===== config.mk =====
export PLATFORM = sky130hd
export DESIGN_NAME = action_input
export DESIGN_NICKNAME = d
export VERILOG_FILES = /design/src/rtl/tamagotchi_pkg.sv /design/src/rtl/btn_debounce.sv /design/src/rtl/action_input.sv
export SDC_FILE = /design/constraint.sdc
export NUM_CORES = 1
export LEC_CHECK = 0
export ABC_AREA = 1
export CAP_MARGIN = 20
export CORE_MARGIN = 5
export CORE_UTILIZATION = 50
export CTS_BUF_LIST = sky130_fd_sc_hd__clkbuf_2 sky130_fd_sc_hd__clkbuf_4 sky130_fd_sc_hd__clkbuf_8
export DETAILED_ROUTE_END_ITERATION = 10
export DONT_BUFFER_PORTS = 1
export PLACE_DENSITY = 0.66
export SLEW_MARGIN = 20
export SYNTH_ARGS = -nofsm -noshare
export SYNTH_HDL_FRONTEND = slang
export SYNTH_SLANG_ARGS = --single-unit

===== constraint.sdc =====
create_clock -name clk -period 1.62 [get_ports clk]
set_input_delay 0.081 -clock clk [delete_from_list [all_inputs] [get_ports clk]]
set_output_delay 0.081 -clock clk [all_outputs]
set_load 0.02 [all_outputs]

===== src/rtl/tamagotchi_pkg.sv =====
// Shared definitions for the tamagotchi action-input path: action indices,
// the grant FSM state encoding, and a priority helper used by the arbiter.
package tamagotchi_pkg;

    // Button / action indices as they appear on btn_in and action.
    localparam int ACT_FEED  = 0;
    localparam int ACT_PLAY  = 1;
    localparam int ACT_CLEAN = 2;
    localparam int ACT_SLEEP = 3;
    localparam int N_ACTIONS = 4;

    // Grant FSM states. Encoding 2'd3 is unused and recovers to IDLE.
    typedef enum logic [1:0] {
        IDLE     = 2'd0,
        EMIT     = 2'd1,
        COOLDOWN = 2'd2
    } fsm_state_t;

    // Isolate the lowest set bit (lowest index wins); zero in, zero out.
    function automatic logic [N_ACTIONS-1:0] lowest_onehot(input logic [N_ACTIONS-1:0] v);
        return v & (~v + {{(N_ACTIONS-1){1'b0}}, 1'b1});
    endfunction

endpackage


===== src/rtl/btn_debounce.sv =====
// One button channel: 2-flop synchroniser, debounce counter holding the
// accepted (stable) level, and a one-cycle pulse on each accepted 0->1 edge.
module btn_debounce #(
    parameter logic [15:0] DEBOUNCE_CYCLES = 16'd50_000
) (
    input  logic clk,
    input  logic reset,
    input  logic btn,
    output logic stable,
    output logic rise
);

    logic        sync1;
    logic        sync2;
    logic        stable_q;
    logic [15:0] cnt;

    // Synchronise the raw pin, then accept sync2 as the new stable level only
    // after it has disagreed with the current level for DEBOUNCE_CYCLES in a
    // row; any agreeing sample restarts the count, so short glitches vanish.
    always_ff @(posedge clk) begin
        if (reset) begin
            sync1    <= 1'b0;
            sync2    <= 1'b0;
            stable   <= 1'b0;
            stable_q <= 1'b0;
            cnt      <= '0;
        end else begin
            sync1    <= btn;
            sync2    <= sync1;
            stable_q <= stable;
            if (sync2 == stable) begin
                cnt <= '0;
            end else if (cnt == DEBOUNCE_CYCLES - 16'd1) begin
                stable <= sync2;
                cnt    <= '0;
            end else begin
                cnt <= cnt + 16'd1;
            end
        end
    end

    // High for exactly the cycle after stable goes 0->1; release gives nothing.
    assign rise = stable & ~stable_q;

endmodule


===== src/rtl/action_input.sv =====
// Turns the four raw player buttons into one-hot, single-cycle action commands.
// Each button is conditioned by btn_debounce; a grant FSM then serialises the
// accepted presses and holds off new ones for a cooldown period, so one press
// moves one stat by exactly one step.
//
// Build option: define ACTION_AUTO_REPEAT_EN to let a held button re-issue its
// action every COOLDOWN_CYCLES+2 cycles. Without it only fresh presses count.
//
// Output handshake: action_valid is a one-cycle push with no back-pressure.
// action is meaningful only in the cycle action_valid=1 and the consumer must
// take it in that cycle; outside that cycle action holds its last value.
module action_input
    import tamagotchi_pkg::*;
#(
    parameter logic [15:0] DEBOUNCE_CYCLES = 16'd50_000,
    parameter logic [23:0] COOLDOWN_CYCLES = 24'd10_000_000
) (
    input  logic                 clk,
    input  logic                 reset,
    input  logic [N_ACTIONS-1:0] btn_in,
    input  logic                 enable,
    output logic [N_ACTIONS-1:0] action,
    output logic                 action_valid,
    output logic                 busy,
    output logic [N_ACTIONS-1:0] btn_state
);

    logic [N_ACTIONS-1:0] stable_vec;
    logic [N_ACTIONS-1:0] rise_vec;
    logic [N_ACTIONS-1:0] pending;
    logic [N_ACTIONS-1:0] candidates;
    logic [23:0]          cool_cnt;

    // Current grant state; kept as a named signal so checkers can bind to it.
    fsm_state_t           state;

    // One conditioning channel per button.
    for (genvar i = 0; i < N_ACTIONS; i++) begin : g_btn
        btn_debounce #(
            .DEBOUNCE_CYCLES(DEBOUNCE_CYCLES)
        ) u_debounce (
            .clk   (clk),
            .reset (reset),
            .btn   (btn_in[i]),
            .stable(stable_vec[i]),
            .rise  (rise_vec[i])
        );
    end

    assign btn_state = stable_vec;

    // Requests the arbiter may grant from IDLE.
`ifdef ACTION_AUTO_REPEAT_EN
    // A button still held down keeps requesting even without a new edge.
    assign candidates = pending | stable_vec;
`else
    // Only latched press edges request an action.
    assign candidates = pending;
`endif

    // Grant FSM: pick the lowest-index request, pulse it for one cycle, then
    // sit out the cooldown. Press edges are latched only while IDLE; anything
    // that arrives during EMIT/COOLDOWN is dropped on purpose.
    always_ff @(posedge clk) begin
        if (reset) begin
            state        <= IDLE;
            pending      <= '0;
            action       <= '0;
            action_valid <= 1'b0;
            busy         <= 1'b0;
            cool_cnt     <= '0;
        end else begin
            case (state)
                IDLE: begin
                    if (enable && (candidates != '0)) begin
                        // Losers of a simultaneous press are discarded here.
                        action       <= lowest_onehot(candidates);
                        pending      <= '0;
                        action_valid <= 1'b1;
                        busy         <= 1'b1;
                        state        <= EMIT;
                    end else begin
                        // Disabled or nothing requested: keep accumulating.
                        pending <= pending | rise_vec;
                    end
                end
                EMIT: begin
                    action_valid <= 1'b0;
                    cool_cnt     <= '0;
                    state        <= COOLDOWN;
                end
                COOLDOWN: begin
                    if (cool_cnt == COOLDOWN_CYCLES - 24'd1) begin
                        cool_cnt <= '0;
                        busy     <= 1'b0;
                        state    <= IDLE;
                    end else begin
                        cool_cnt <= cool_cnt + 24'd1;
                    end
                end
                default: begin
                    pending      <= '0;
                    action_valid <= 1'b0;
                    busy         <= 1'b0;
                    cool_cnt     <= '0;
                    state        <= IDLE;
                end
            endcase
        end
    end

endmodule


==> results by group <==
Yosys
  – Warnings from Yosys: 0
  – Post-synthesis sequential element count: roughly 120
  – Synth Area per Inst: just over 7 um^2
  – Synthesized area: 5421 um^2
  – Post-synth top area cell: dfxtp_1
  – Distinct cells, synth: 37
  – Post-Synthesis Cells: 758
  – Post-synth top area share: 42.83%
  – Sequential area share after synthesis: 42.83%
  – Synth area leaders: dfxtp_1 (43%), nand2_1 (9.1%), nor2_1 (9.0%)
  – Number of synthesized flops with an enable pin: 0
  – Ys async rst share: 0%
  – Syn Nets: 773
  – Post-synth top flop: dfxtp_1

Detailed routing
  – Post-DRT Antenna Nets: 0
  – Drt initial violations: 258
  – Via Count: approximately 4.7k
  – Via-to-Cell Ratio: 4.920
  – Remaining DRCs: 0
  – Wire per inst: 11.25 um
  – Drt pass-1 iters: 6
  – Drt total wl: about 11 mm

Critical path
  – Data arrival time of the worst path: ~1800 ps
  – Worst R2R Setup Slack: about 110 ps
  – Startpoint types: register
  – CP required: 1940 ps
  – WS Path Type: register to register
  – Crit end category: register
  – CP Max Fanout: 3

STA
  – Max_slew headroom: 41.79%
  – Min Hold Slack: 28.35 ps
  – Fin crit period: 1510 ps
  – Worst slew pin tran: around 870 ps
  – RSZ-0062 raised after global routing: yes
  – Final WS setup: 110.2 ps
  – Peak Freq: 0.6624 GHz
  – Fin Setup TNS: 0 ps
  – Clock skew: between 8 and 9 ps
  – Pins Over Slew Limit: 0
  – Final worst-path cycle share: 93.19%
  – Final hold vios: 0
  – Final setup viols: 0

Placed design
  – DP Area: 5679 um^2
  – PortBufs: 0
  – Post-DP HPWL: between 7 and 8 mm
  – Pre-CTS setup slack: -2.843 ps
  – Placer Congestion: between 0.8 and 0.9
  – Placed cells: 909

Clock tree
  – Total CTS buffers: 17
  – Worst skew pair latency: 430 ps
  – Clock Tree Root: clkbuf_8
  – Htree depth: 4
  – CTS tree: done
  – CTS Sinks: 116
  – Clk buf depth: 2
  – Clk slew on worst S/H paths: 60 ps

GRT
  – Vias in the first global route: around 4.4k
  – Global Route Usage Sum: 17.35%
  – Largest net degree at the start of global routing: 20
  – First-pass GRT wire length: approximately 19 mm
  – GRT Residual Overflow: 0
  – Initial antenna violation count: 0

Worst hold path
  – Hold Path Class: input port to register

Floorplan
  – Die area: around 13000 um^2
  – Num rows: 38
  – I/O pin count: 17
  – Starting density of the core: 50.45%
  – Core ar.: 10750 um^2
  – Die height: 114.1 um
  – Die width: 114.1 um

Power
  – Pleak: between 2 and 2.5 nW
  – PD cells: 889.2 nW/um^2
  – Total power: 5.608 mW
  – Worst vdd ir: 730.2 uV

Layout
  – Final core occ: 58.70%
  – Diode count: 0
  – Finished Layout Cells: 954
  – Fin area: 6307 um^2
  – Most common cell after layout, fill and taps aside: nand2_1
  – Filler cells: between 1k and 1.5k
  – Commonest non-fill, non-tap cells in the layout: nand2_1 (129), nor2_1 (126), inv_1 (113)
  – Layout Nets: between 800 and 900
  – Share of layout cells above drive strength 1: 15.11%
  – Area Growth Syn to Fin: 16.34%

Flow run
  – Max Cap Viol: 0

Outcome
  – Outcome: finished, final reports clean
state kept, by name, summed over array words and instances (netlist names):
| register | flops |
|---|---|
| g_btn.u_debounce.cnt | 64 |
| cool_cnt | 24 |
| action | 4 |
| candidates | 4 |
| g_btn.u_debounce.stable | 4 |
| g_btn.u_debounce.stable_q | 4 |
| g_btn.u_debounce.sync1 | 4 |
| g_btn.u_debounce.sync2 | 4 |
| state | 2 |
| action_valid | 1 |
| busy | 1 |
path summary, 6_finish.rpt:
kind | from | to | cells past startpoint
setup reg to reg | g_btn[1].u_debounce.cnt[0]$_SDFF_PP0_ | g_btn[1].u_debounce.stable$_SDFFE_PP0P_ | 9
setup / recovery | g_btn[1].u_debounce.cnt[0]$_SDFF_PP0_ | g_btn[1].u_debounce.stable$_SDFFE_PP0P_ | 9
hold / removal | enable | action_valid$_SDFFE_PP0P_ | 3
hold reg to reg | g_btn[0].u_debounce.sync1$_SDFF_PP0_ | g_btn[0].u_debounce.sync2$_SDFF_PP0_ | 2
cell families (layout without fill, tap and decap cells):
kind of cell	count (synthesis)	after routing	synth area share (%)
AND/OR/NAND/NOR	423	424	35.80
buffers and inverters	133	188	10.25
flip-flops	116	116	42.83
adder cells (fa/ha/maj)	8	8	1.846
XOR/XNOR	24	24	3.877
AO/OA/AOI/OAI	54	54	5.401
synthesized netlist by cell type (3+ instances only):
master,instances
nand2_1,132
nor2_1,130
dfxtp_1,116
inv_1,115
nor3_1,51
nand3_1,48
a21oi_1,32
xor2_1,18
nand4_1,15
o21ai_0,14
nor4_1,10
buf_4,9
ha_1,8
nor2_2,7
nand2_2,6
xnor2_1,6
nand3b_1,5
inv_2,4
or2_2,4
nor3_2,3
area by class of cell:
type                            instances  area, um^2  share of cell area (%)
Sequential cell                       116        2336                   37.04
Timing Repair Buffer                   36       289.0                   4.582
Tap cell                              140       175.2                   2.777
Multi-Input combinational cell        510        2684                   42.55
Inverter                              120       457.9                   7.260
Clock inverter                         13       110.1                   1.746
Clock buffer                           19       255.2                   4.047
layer usage:
metal,track usage [%],routed length [um]
met5,0,0
met4,5.701,108
met3,5.867,508
met2,29.66,5205
met1,20.45,4908
critical path, cell delays in order (launching register included):
cell,delay (ps)
dfxtp_2,340
ha_1,160
nand2_1,80
inv_1,70
nand2_1,60
nor2_1,150
nand3_2,140
buf_4,180
o21ai_0,170
nor2_1,50
repair_timing:
item | in CTS | in global routing
resized for setup | 3 | 40
hold buffers | 5 | 0
setup buffers | 0 | 7
pin swaps | 0 | 11
cloned | 0 | 1
endpoints found under the hold margin | 53 | 0
setup endpoints to repair | 5 | 85
where the power goes:
group / switching (mW) / leakage [nW] / internal, mW
combinational: 0.162 / 1.25 / 0.102
sequential: 0.0286 / 0.940 / 2.88
clock: 1.17 / 0.189 / 1.26
No activity file was read; power rests on OpenSTA's default activity.
